==> src/rtl/pipe_pkg.sv <==
// Shared definitions for the elastic stage registers: occupancy states,
// occupancy width and default payload/control widths per pipeline boundary.
package pipe_pkg;

    typedef enum logic [1:0] {
        ST_EMPTY = 2'd0,
        ST_ONE   = 2'd1,
        ST_TWO   = 2'd2
    } stage_state_e;

    localparam int OCC_W = 2;

    localparam int IFID_DATA_W  = 64;
    localparam int IFID_CTRL_W  = 1;
    localparam int IDEX_DATA_W  = 96;
    localparam int IDEX_CTRL_W  = 16;
    localparam int EXMEM_DATA_W = 64;
    localparam int EXMEM_CTRL_W = 8;
    localparam int MEMWB_DATA_W = 64;
    localparam int MEMWB_CTRL_W = 8;

    function automatic logic [OCC_W-1:0] occ_of(input stage_state_e s);
        case (s)
            ST_ONE:  return 2'd1;
            ST_TWO:  return 2'd2;
            default: return 2'd0;
        endcase
    endfunction

endpackage

==> src/rtl/pipe_stage_entry.sv <==
// One held beat (payload and control packed together) with load, synchronous
// clear and asynchronous reset; clear wins over load.
module pipe_stage_entry #(
    parameter int W = 112
) (
    input  logic         clk,
    input  logic         rst,
    input  logic         load_i,
    input  logic         clear_i,
    input  logic [W-1:0] d_i,
    output logic [W-1:0] q_o
);

    logic [W-1:0] data_q;

    always_ff @(posedge clk or posedge rst) begin
        if (rst) begin
            data_q <= '0;
        end else if (clear_i) begin
            data_q <= '0;
        end else if (load_i) begin
            data_q <= d_i;
        end
    end

    assign q_o = data_q;

endmodule

==> src/rtl/pipe_stage_buf.sv <==
// Elastic stage register between two pipeline stages: valid/ready handshake,
// optional 2-entry skid buffer, and flush that turns every held entry into a bubble.
module pipe_stage_buf
    import pipe_pkg::*;
#(
    parameter int DATA_W = 96,
    parameter int CTRL_W = 16,
    parameter int SKID   = 1
) (
    input  logic              CLK,
    input  logic              RST,
    input  logic              FLUSH,
    input  logic              in_valid,
    output logic              in_ready,
    input  logic [DATA_W-1:0] in_data,
    input  logic [CTRL_W-1:0] in_ctrl,
    output logic              out_valid,
    input  logic              out_ready,
    output logic [DATA_W-1:0] out_data,
    output logic [CTRL_W-1:0] out_ctrl,
    output logic [OCC_W-1:0]  occupancy
);

    localparam int ENT_W = DATA_W + CTRL_W;

    stage_state_e     state_q, state_d;
    logic             in_fire, out_fire;
    logic             mainLoad, mainClear, skidLoad, skidClear;
    logic [ENT_W-1:0] main_d, main_q, skid_q;

    assign out_valid = (state_q != ST_EMPTY);
    assign out_fire  = out_valid & out_ready;
    assign in_fire   = in_valid & in_ready;

    generate
        if (SKID != 0) begin : g_skid
            // Ready comes from the state register alone, cutting the out_ready path.
            assign in_ready = (state_q != ST_TWO);

            pipe_stage_entry #(.W(ENT_W)) u_skid (
                .clk     (CLK),
                .rst     (RST),
                .load_i  (skidLoad),
                .clear_i (skidClear),
                .d_i     ({in_ctrl, in_data}),
                .q_o     (skid_q)
            );
        end else begin : g_noskid
            assign in_ready = ~out_valid | out_ready;
            assign skid_q   = '0;
        end
    endgenerate

    always_comb begin
        state_d   = state_q;
        mainLoad  = 1'b0;
        mainClear = 1'b0;
        skidLoad  = 1'b0;
        skidClear = 1'b0;
        main_d    = {in_ctrl, in_data};
        if (FLUSH) begin
            state_d   = ST_EMPTY;
            mainClear = 1'b1;
            skidClear = 1'b1;
        end else begin
            case (state_q)
                ST_EMPTY: begin
                    if (in_fire) begin
                        state_d  = ST_ONE;
                        mainLoad = 1'b1;
                    end
                end
                ST_ONE: begin
                    if (in_fire && out_fire) begin
                        mainLoad = 1'b1;
                    end else if (in_fire) begin
                        state_d  = ST_TWO;
                        skidLoad = 1'b1;
                    end else if (out_fire) begin
                        state_d   = ST_EMPTY;
                        mainClear = 1'b1;
                    end
                end
                ST_TWO: begin
                    if (out_fire) begin
                        state_d   = ST_ONE;
                        main_d    = skid_q;
                        mainLoad  = 1'b1;
                        skidClear = 1'b1;
                    end
                end
                default: state_d = ST_EMPTY;
            endcase
        end
    end

    always_ff @(posedge CLK or posedge RST) begin
        if (RST) begin
            state_q <= ST_EMPTY;
        end else begin
            state_q <= state_d;
        end
    end

    pipe_stage_entry #(.W(ENT_W)) u_main (
        .clk     (CLK),
        .rst     (RST),
        .load_i  (mainLoad),
        .clear_i (mainClear),
        .d_i     (main_d),
        .q_o     (main_q)
    );

    assign {out_ctrl, out_data} = out_valid ? main_q : '0;
    assign occupancy            = occ_of(state_q);

endmodule

==> config.mk <==
export PLATFORM = sky130hd
export DESIGN_NAME = pipe_stage_buf
export DESIGN_NICKNAME = d
export VERILOG_FILES = /design/src/rtl/pipe_pkg.sv /design/src/rtl/pipe_stage_entry.sv /design/src/rtl/pipe_stage_buf.sv
export SDC_FILE = /design/constraint.sdc
export NUM_CORES = 1
export LEC_CHECK = 0
export CAP_MARGIN = 20
export CORE_ASPECT_RATIO = 1.5
export CORE_MARGIN = 4
export CORE_UTILIZATION = 43
export CTS_CLUSTER_SIZE = 25
export DETAILED_ROUTE_END_ITERATION = 10
export GPL_TIMING_DRIVEN = 0
export PLACE_DENSITY = 0.76
export SLEW_MARGIN = 40
export SYNTH_ARGS = -nofsm -noshare
export SYNTH_HDL_FRONTEND = slang
export SYNTH_SLANG_ARGS = --single-unit
export TNS_END_PERCENT = 20
==> constraint.sdc <==
create_clock -name CLK -period 8.77 [get_ports CLK]
set_input_delay 1.754 -clock CLK [delete_from_list [all_inputs] [get_ports CLK]]
set_output_delay 1.754 -clock CLK [all_outputs]
set_load 0.01 [all_outputs]
==> metrics.md, run 1 <==
| Metric | Value |
|---|---|
| Status | finished clean |
| Global-route wire length before repair | 44.95 mm |
| Post-route ant nets | 0 |
| CTS Hold Buffers Added | 0 |
| Worst hold-check path type | reg2reg |
| Leakage power figure | 5.893 nW |
| Port bufs | 232 |
| Count of cell types in the netlist | 28 |
| Cell Rows | 70 |
| Int Power | 1.803 mW |
| Sw Share | 25.51% |
| Power per cell area | 171.1 mW/mm2 |
| Initial core utilization | 43.67% |
| Fin. Hold Viols | 0 |
| Synth Net Count | 886 |
| Top-Level Pins | 233 |
| Core area | 0.02435 mm2 |
| Longest Clk Path Bufs | 3 |
| Final Skew | 0.01775 ns |
| DRC viols | 0 |
| Async set-reset flop share out of synthesis | 100.0% |
| Die area | 0.02736 mm2 |
| Vias in the first global route | 7890 |
| Worst-path clk slew | 0.06 ns |
| Sw Pwr | 0.6173 mW |
| Total power | 2.420 mW |
| Area contributors post-synth | dfrtp_1 (53%), o2bb2ai_2 (11%), mux2i_1 (11%) |
| Least-Margin Pin Slew | 0.7419 ns |
| RSZ-0062 raised after global routing | false |
| Grt met1 use | 26.38% |
| # diodes | 0 |
| Setup crit start kind | flip-flop |
| Most common cell in the netlist | dfrtp_1 |
| Met2 Use GR | 35.47% |
| Min-delay src | u_main.q_o[94] |
| Worst EP required | 7.02 ns |
| Post-synth top area cell | dfrtp_1 |
| Tcrit/Tclk final | 53.67% |
| Final WL | 28.13 mm |
| Crit path from | state_q[0] |
| Fraction of layout cells with a size suffix above 1 | 16.14% |
| Post-synth top cells | dfrtp_1 (226), mux2i_1 (113), a22o_1 (112), and2_1 (112), o2bb2ai_2 (80) |
| Kind of critical path | reg2out |
| Setup Fix Bufs, Post-CTS | 0 |
| #FFs+latches synth | 226 |
| Arrival @ worst endpoint | 2.95 ns |
| Sequential power share | 47.0% |
| Root buffer cell | clkbuf_16 |
| Placer congestion estimate | 0.7934 |
| Cells after Synth | 769 |
| CTS sink cnt | 226 |
| Post-Syn Area | 0.01063 mm2 |
| Setup crit end kind | output pin |
| Final Net Count | 1146 |
| CTS Buf Count | 23 |
| Initial antenna violation count | 0 |
| Global route overflow | 0 |
| Die W | 136.4 um |
| H-tree depth | 1 |
| Gr usage total | 20.44% |
| Setup TNS | 0 ns |
| DP HPWL | 19.91 mm |
| # setup viols final | 0 |
| 1st-iter DRT viols | 269 |
| Fin area | 0.01414 mm2 |
| Top cell type's share of synthesized area | 53.18% |
| Ys flop type | dfrtp_1 |
| DRT Pass-1 Iters | 7 |
| Post-synth EDFFs | 0 |
| Relative slew slack | 50.54% |
| Max-Cap Viols | 0 |
| Worst vdd ir | 0.1507 mV |
| Vias | 7340 |
| Placed Area | 0.01345 mm2 |
| Reg-to-Reg Start | state_q[1] |
| Global Route met3 Usage | 3.761% |
| Layout area overhead | 32.98% |
| Max Clock Freq | 212.5 MHz |
| Clock share of power | 38.3% |
| CTS tree | done |
| Fin crit period | 4.706 ns |
| Gr busiest metal | met2 |
| Largest net degree at the start of global routing | 71 |
| Worst hold slack | 0.4804 ns |
| Die H | 200.6 um |
| Worst-Skew Late Latency | 0.51 ns |
| Slew Limit Fails | 0 |
| Synth Area per Inst | 13.83 um2 |
| Vias per Instance | 5.377 |
| Drt wl/cell | 20.61 um |
| Sequential element share of the synthesized area | 53.18% |
| Max Fanout on Critical Path | 10 |
| Synth warnings | 0 |
| Comb pwr share | 14.7% |
| # resized after CTS | 0 |
-- cells in the final DEF (no fill, tap or decap), types with 2 or more instances in the layout --
| master | netlist | final |
|---|---|---|
| clkdlybuf4s50_1 | 0 | 232 |
| and2_1 | 112 | 112 |
| nor3_1 | 2 | 2 |
| inv_6 | 0 | 2 |
| o2bb2ai_1 | 32 | 32 |
| mux2i_1 | 113 | 113 |
| buf_4 | 14 | 14 |
| buf_2 | 17 | 17 |
| dfrtp_1 | 226 | 226 |
| o2bb2ai_2 | 80 | 80 |
| clkbuf_16 | 0 | 23 |
| a22o_1 | 112 | 112 |
| buf_16 | 0 | 3 |
| nand2b_1 | 3 | 3 |
| a21oi_1 | 2 | 2 |
| buf_6 | 7 | 7 |
| clkbuf_8 | 0 | 2 |
| clkbuf_1 | 27 | 32 |
| buf_12 | 8 | 8 |
| clkinv_2 | 0 | 4 |
-- flip-flops by register name, summed over array words and instances (netlist names) --
| name | count |
|---|---|
| g_skid.u_skid.q_o | 112 |
| u_main.q_o | 112 |
| state_q | 2 |
-- cell type report --
type,count,area (um2)
fill,2047,10210
tap,324,405.4
timing repair buffer,235,2405
clock buffer,30,621.8
inverter,2,15.01
clock inverter,7,67.56
multi-input combinational,467,4425
buffer,74,545.5
sequential,226,5655
-- per-layer routing --
layer	wire length, um	vias up	part of all wire [%]
li1	-	3388	-
met4	578	0	2.1
met2	14580	169	52
met3	1310	28	4.7
met1	11660	3755	41
met5	0	-	0
-- critical path, cell delays in order (launching register included) --
cell and delay (ns):
dfrtp_1 0.45, or2_2 0.25, clkbuf_1 0.55, clkbuf_1 0.39, and2_1 0.23, clkdlybuf4s50_1 0.55
-- stage by stage --
stage / std cells / setup slack [ns] / util, %
6_report: 1365 / 4.064 / 58.08
4_1_cts: 1365 / 3.983 / 58.08
3_3_place_gp: 1325 / -2.102 / 54.88
2_1_floorplan: 769 / 0.8248 / -
5_1_grt: 1365 / 3.870 / 58.08
3_5_place_dp: 1328 / 4.376 / 55.25
-- power by group through the flow --
stage | combinational [mW] | sequential (mW) | clock [mW]
floorplan | 0.191 | 1.14 | 0
global placement | 0.351 | 1.15 | 0
detailed placement | 0.360 | 1.15 | 0
CTS | 0.362 | 1.14 | 0.946
global route | 0.384 | 1.14 | 0.993
finish | 0.355 | 1.14 | 0.927
-- worst paths after layout --
| kind | to | slack, ns | depth (start not counted) |
|---|---|---|---|
| max | out_data[68] | 4.06 | 5 |
| min | u_main.q_o[94] | 0.48 | 1 |
| max reg2reg | g_skid.u_skid.q_o[34] | 6.33 | 5 |
| min reg2reg | u_main.q_o[94] | 0.48 | 1 |
| max in group asynchronous | u_main.q_o[93] | 6.16 | 4 |
| min in group asynchronous | g_skid.u_skid.q_o[39] | 1.65 | 2 |
-- kinds of logic after synthesis --
family	share of synthesized area (%)
and+or+nand+nor	7.401
DFF	53.18
AOI/OAI and AO/OA	23.58
buffers and inverters	5.201
muxes	10.64
Power figures use the tool's default switching activity.
==> run 2: changes to the inputs <==
--- a/config.mk
+++ b/config.mk
@@ -12,7 +12,7 @@
 export CTS_CLUSTER_SIZE = 25
 export DETAILED_ROUTE_END_ITERATION = 10
 export GPL_TIMING_DRIVEN = 0
-export PLACE_DENSITY = 0.76
+export PLACE_DENSITY = 0.78
 export SLEW_MARGIN = 40
 export SYNTH_ARGS = -nofsm -noshare
 export SYNTH_HDL_FRONTEND = slang
==> constraint.sdc (replaced) <==
create_clock -name CLK -period 3.8 [get_ports CLK]
set_input_delay 0.76 -clock CLK [delete_from_list [all_inputs] [get_ports CLK]]
set_output_delay 0.76 -clock CLK [all_outputs]
set_load 0.01 [all_outputs]
==> run 2 against run 1 <==
Combinational power increased by 140%. Hold slack got worse by 0.0030 ns. Sequential share of layout area decreased by 0.84 points. Global-route usage increased by 0.22 points. Non-clock buffer count increased by 6. Clock-buffer cell count increased by 1. Die area unchanged. Via count increased by 0.30%.
==> metrics.md, run 2 (same netlist as run 1, synthesis figures left out) <==
| Metric | Value |
|---|---|
| Worst EP required | 3.04 ns (-3.98 ns) |
| Vias | 7362 (+0.30%) |
| Cell Rows | 70 (unchanged) |
| Worst-path clk slew | 0.06 ns (about the same) |
| Most common cell after layout, fill and taps aside | clkdlybuf4s50_1 |
| Final Net Count | 1152 (+0.52%) |
| Kind of critical path | reg2out |
| Fin crit period | 3.427 ns |
| Least-Margin Pin Slew | 0.7824 ns (+0.04046 ns) |
| Port bufs | 232 (unchanged) |
| Initial core utilization | 43.67% (unchanged) |
| # setup viols final | 0 (unchanged) |
| Non-filler cells, final | 1376 (+0.81%) |
| DP Cell Count | 1335 (+0.53%) |
| 1st-iter DRT viols | 353 (+31%) |
| DP HPWL | 20.18 mm (+1.3%) |
| R2R Setup Slk | 1.28 ns (-5.05 ns) |
| Drt wl/cell | 20.54 um (-0.30%) |
| Global route overflow | 0 (unchanged) |
| Layout area overhead | 35.83% |
| Gr usage total | 20.66% (+0.22 points) |
| Setup crit start kind | flip-flop |
| CTS Buf Count | 23 (unchanged) |
| Die W | 136.4 um (unchanged) |
| RSZ-0062 raised after global routing | false |
| Reg-to-Reg Start | state_q[1] |
| Crit path from | state_q[0] |
| Top-Level Pins | 233 (unchanged) |
| Commonest cells after routing, fill and taps aside | clkdlybuf4s50_1 (232), dfrtp_1 (226), mux2i_1 (113) |
| Final WL | 28.27 mm (+0.50%) |
| Die area | 0.02736 mm2 (unchanged) |
| H-tree depth | 1 (unchanged) |
| Max-Cap Viols | 0 (unchanged) |
| DRT Pass-1 Iters | 4 (-3) |
| Layout Utilization | 59.32% (+1.2 points) |
| Setup Fix Bufs, Post-CTS | 0 (unchanged) |
| Setup crit end kind | output pin |
| Root buffer cell | clkbuf_16 |
| Max Fanout on Critical Path | 14 (+4) |
| Hold endpoint | u_main.q_o[96] |
| Leakage power figure | 6.030 nW (+2.3%) |
| Core area | 0.02435 mm2 (unchanged) |
| Worst R2R Path Depth | 5 (unchanged) |
| Worst-Skew Late Latency | 0.50 ns (about the same) |
| Global-route wire length before repair | 45.53 mm (+1.3%) |
| Post-route ant nets | 0 (unchanged) |
| Longest Clk Path Bufs | 3 (unchanged) |
| R2r endpoint | g_skid.u_skid.q_o[36] |
| Initial antenna violation count | 1 (+1) |
| Fin. Hold Viols | 0 (unchanged) |
| Dpl ws | 0.4408 ns (-3.935 ns) |
| Die H | 200.6 um (unchanged) |
| # resized after CTS | 0 (unchanged) |
| Arrival @ worst endpoint | 2.67 ns (-0.28 ns) |
| Tcrit/Tclk final | 90.19% |
| Min-delay src | u_main.q_o[96] |
| CTS sink cnt | 226 (unchanged) |
| WHS Path Cells | 1 (unchanged) |
| Status | finished clean |
| Worst vdd ir | 0.4067 mV (+170%) |
| Worst hold slack | 0.4774 ns (-0.002982 ns) |
| Relative slew slack | 47.84% (-2.7 points) |
| Slew Limit Fails | 0 (unchanged) |
| Worst hold-check path type | reg2reg |
| CTS Hold Buffers Added | 0 (unchanged) |
| CTS tree | done |
| Fraction of layout cells with a size suffix above 1 | 17.32% (+1.2 points) |
| Final worst slack | 0.3726 ns (-3.691 ns) |
| Vias in the first global route | 8024 (+1.7%) |
| Power per cell area | 413.8 mW/mm2 (+140%) |
| Largest net degree at the start of global routing | 26 (-63%) |
| Placer congestion estimate | 0.8028 (+1.2%) |
| DRC viols | 0 (unchanged) |
| Final Skew | 0.006735 ns (-0.01101 ns) |
| Max Clock Freq | 291.8 MHz |
| Vias per Instance | 5.350 (-0.50%) |
[run 2: changes by cell type in the layout (fill, tap and decap cells not counted), sizes merged]
cell      before  now
diode          0    1
bufinv         1    5
buf           50   57
clkinvlp       0    2
inv            4    1
[run 2: power breakdown]
| group | internal (mW) | total (mW) | switching [mW] |
|---|---|---|---|
| registers | 2.54 | 2.63 | 0.0919 |
| clock network | 1.57 | 2.51 | 0.945 |
| logic | 0.421 | 0.835 | 0.415 |
[run 2: worst max-delay path by stage]
stage                                end  slack [ns]
CTS                          out_ctrl[7]        0.25
global placement          u_main.q_o[97]       -1.61
global route                out_ctrl[10]        0.15
finish                       out_ctrl[7]        0.37
floorplan           g_skid.u_skid.q_o[0]        0.09
detailed placement          out_data[76]        0.44
[run 2: layout make-up]
type | instances | area (um2)
fill | 2004 | 9905
buffer | 73 | 541.8
clock inverter | 10 | 181.4
multi-input combinational | 467 | 4425
sequential | 226 | 5655
timing repair buffer | 242 | 2555
clock buffer | 31 | 665.6
antenna | 1 | 2.502
tap | 324 | 405.4
inverter | 2 | 11.26
[run 2: critical path: stages (launching register included)]
cell	delay (ns)
dfrtp_1	0.45
or2_2	0.45
clkbuf_1	0.45
and2_1	0.26
clkdlybuf4s50_1	0.55
[run 2: per-layer routing]
layer	wire [um]	part of all wire [%]	GRT usage, %	up-vias
li1	-	-	-	3395
met1	11560	41	26.46	3726
met2	14560	52	35.70	192
met3	1391	4.9	3.385	49
met4	751	2.7	6.196	0
met5	0	0	0	-
[run 2: through the flow]
step	area (um2)	total power [mW]	setup TNS [ns]
floorplan	10640	3.084	0
global placement	13370	3.476	-361.61
detailed placement	13600	3.516	0
CTS	14440	6.045	0
global route	14440	6.211	0
finish	14440	5.977	0
==> run 3: changes to the inputs <==
--- a/config.mk
+++ b/config.mk
@@ -11,7 +11,6 @@
 export CORE_UTILIZATION = 43
 export CTS_CLUSTER_SIZE = 25
 export DETAILED_ROUTE_END_ITERATION = 10
-export GPL_TIMING_DRIVEN = 0
 export PLACE_DENSITY = 0.78
 export SLEW_MARGIN = 40
 export SYNTH_ARGS = -nofsm -noshare
==> run 3 against run 2 <==
Sequential share of layout area rose by 1.0 points. Combinational power shrank 3.7%. Clock power fell by 2%. Largest power group unchanged. Non-clock buffer count fell by 58. Sequential power barely moved. Critical path type unchanged. Hold slack gained 0.0049 ns. Largest cell class unchanged.
==> metrics.md, run 3 (same netlist as run 1, synthesis figures left out) <==
| Metric | Value |
|---|---|
| Setup TNS | 0 ns (unchanged) |
| Status | finished clean |
| Post-route ant nets | 0 (unchanged) |
| Sequential power share | 44.7% (+0.7 points) |
| Relative slew slack | 51.93% (+4.1 points) |
| Drt wl/cell | 20.65 um (+0.51%) |
| DP HPWL | 17.57 mm (-13%) |
| Port bufs | 232 (unchanged) |
| Arrival @ worst endpoint | 2.45 ns (-0.22 ns) |
| Max Fanout on Critical Path | 45 (+31) |
| DRC viols | 0 (unchanged) |
| RSZ-0062 raised after global routing | false |
| Leakage power figure | 5.816 nW (-3.5%) |
| Vias per Instance | 5.452 (+1.9%) |
| Worst-path clk slew | 0.06 ns (about the same) |
| Vias in the first global route | 7702 (-4.0%) |
| Final Net Count | 1094 (-5.0%) |
| CTS Buf Count | 23 (unchanged) |
| Initial antenna violation count | 6 (+5) |
| Setup crit end kind | output pin |
| CTS tree | done |
| Max-Cap Viols | 0 (unchanged) |
| Slew Limit Fails | 0 (unchanged) |
| # resized after CTS | 0 (unchanged) |
| # setup viols final | 0 (unchanged) |
| Placer congestion estimate | 0.7683 (-4.3%) |
| Fin crit period | 3.208 ns (-0.2192 ns) |
| H-tree depth | 1 (unchanged) |
| CTS sink cnt | 226 (unchanged) |
| Most common cell after layout, fill and taps aside | clkdlybuf4s50_1 |
| Sw Pwr | 1.438 mW (-0.91%) |
| Die area | 0.02736 mm2 (unchanged) |
| Largest net degree at the start of global routing | 65 (+150%) |
| DRT Pass-1 Iters | 4 (unchanged) |
| Placed Area | 0.01323 mm2 (-2.7%) |
| CTS Hold Buffers Added | 0 (unchanged) |
| CP Cell Sequence | or2_4 -> buf_4 -> and2_1 -> clkdlybuf4s50_1 |
| Critical-path top delay cell | clkdlybuf4s50_1 |
| DP Cell Count | 1275 (-4.5%) |
| Worst hold-check path type | reg2reg |
| Longest Clk Path Bufs | 3 (unchanged) |
| Fin. Hold Viols | 0 (unchanged) |
| Gr usage total | 19.79% (-0.87 points) |
| Die H | 200.6 um (unchanged) |
| Cell Rows | 70 (unchanged) |
| Worst R2R Path Depth | 5 (unchanged) |
| Die W | 136.4 um (unchanged) |
| Worst hold slack | 0.4823 ns (+0.004916 ns) |
| Final WL | 27.30 mm (-3.4%) |
| Fillers | 2035 (+1.5%) |
| Comb pwr share | 13.7% (-0.3 points) |
| Kind of critical path | reg2out |
| Worst vdd ir | 0.2701 mV (-34%) |
| Global-route wire length before repair | 43.84 mm (-3.7%) |
| WHS Path Cells | 1 (unchanged) |
| Non-filler cells, final | 1322 (-3.9%) |
| Top-Level Pins | 233 (unchanged) |
| Worst EP required | 3.04 ns (about the same) |
| Power per cell area | 417.9 mW/mm2 (+1.0%) |
| Core area | 0.02435 mm2 (unchanged) |
| Max stage delay on crit path | 0.56 ns (about the same) |
| Initial core utilization | 43.67% (unchanged) |
| Setup crit start kind | flip-flop |
| Commonest cells after routing, fill and taps aside | clkdlybuf4s50_1 (232), dfrtp_1 (226), mux2i_1 (113) |
| Least-Margin Pin Slew | 0.7210 ns (-0.06138 ns) |
| Tcrit/Tclk final | 84.43% (-5.8 points) |
| 1st-iter DRT viols | 421 (+19%) |
| Layout area overhead | 32.35% |
| Clock share of power | 41.6% (-0.4 points) |
| Worst-Skew Late Latency | 0.50 ns (about the same) |
| Total power | 5.882 mW (-1.6%) |
| Int Power | 4.444 mW (-1.8%) |
| Max Clock Freq | 311.7 MHz (+6.8%) |
| Root buffer cell | clkbuf_16 |
| Final Skew | 0.01633 ns (+0.009593 ns) |
| Setup Fix Bufs, Post-CTS | 0 (unchanged) |
| Sw Share | 24.45% (+0.17 points) |
| Fin area | 0.01407 mm2 (-2.6%) |
| Global route overflow | 0 (unchanged) |
| Fraction of layout cells with a size suffix above 1 | 15.21% (-2.1 points) |
| Vias | 7207 (-2.1%) |
-- run 3: cell types whose count changed in the layout (fill, tap and decap cells not counted), sizes merged --
cell / delta
buf: -32
bufinv: -1
clkbuf: -24
clkinvlp: -1
diode: +4
-- run 3: final timing paths --
kind                                          to  slack, ns           start
setup / recovery                    out_data[47]       0.59      state_q[0]
max in group asynchronous  g_skid.u_skid.q_o[74]       2.40             RST
hold reg to reg                   u_main.q_o[90]       0.48  u_main.q_o[90]
min in group asynchronous         u_main.q_o[54]       0.64             RST
hold / removal                    u_main.q_o[90]       0.48  u_main.q_o[90]
setup reg to reg                  u_main.q_o[97]       1.72      state_q[0]
-- run 3: layout make-up --
class,count,area [um2],share of cell area [%]
sequential,226,5655,40.18
inverter,2,11.26,0.08001
tap,324,405.4,2.881
timing repair buffer,257,2718,19.31
clock buffer,33,673.1,4.783
multi-input combinational,467,4458,31.68
clock inverter,8,140.1,0.9957
antenna,5,12.51,0.08890
-- run 3: critical path: cells and delay by family, from the launching register on --
kind	cells	cell delay [ns]
buf+inv	2	0.85
flops	1	0.44
simple gates	2	0.63
-- run 3: power groups by stage --
stage               clock network, mW  registers, mW  logic, mW
floorplan                           0           2.64      0.442
global placement                    0           2.67      0.796
detailed placement                  0           2.67      0.810
CTS                              2.49           2.63      0.813
global route                     2.60           2.65      0.871
finish                           2.45           2.63      0.804
-- run 3: stage by stage --
step	util (%)	setup slack [ns]
4_1_cts	57.66	0.2886
3_5_place_dp	54.32	0.8235
6_report	57.80	0.5918
2_1_floorplan	-	0.08800
5_1_grt	57.80	0.4865
3_3_place_gp	54.20	0.8499
-- run 3: metal layers --
metal | track usage (%) | vias to the layer above | wire, um
li1 | - | 3296 | -
met1 | 26.99 | 3645 | 11490
met2 | 31.89 | 209 | 13600
met3 | 3.034 | 55 | 1302
met4 | 7.313 | 2 | 897
met5 | 0 | - | 13
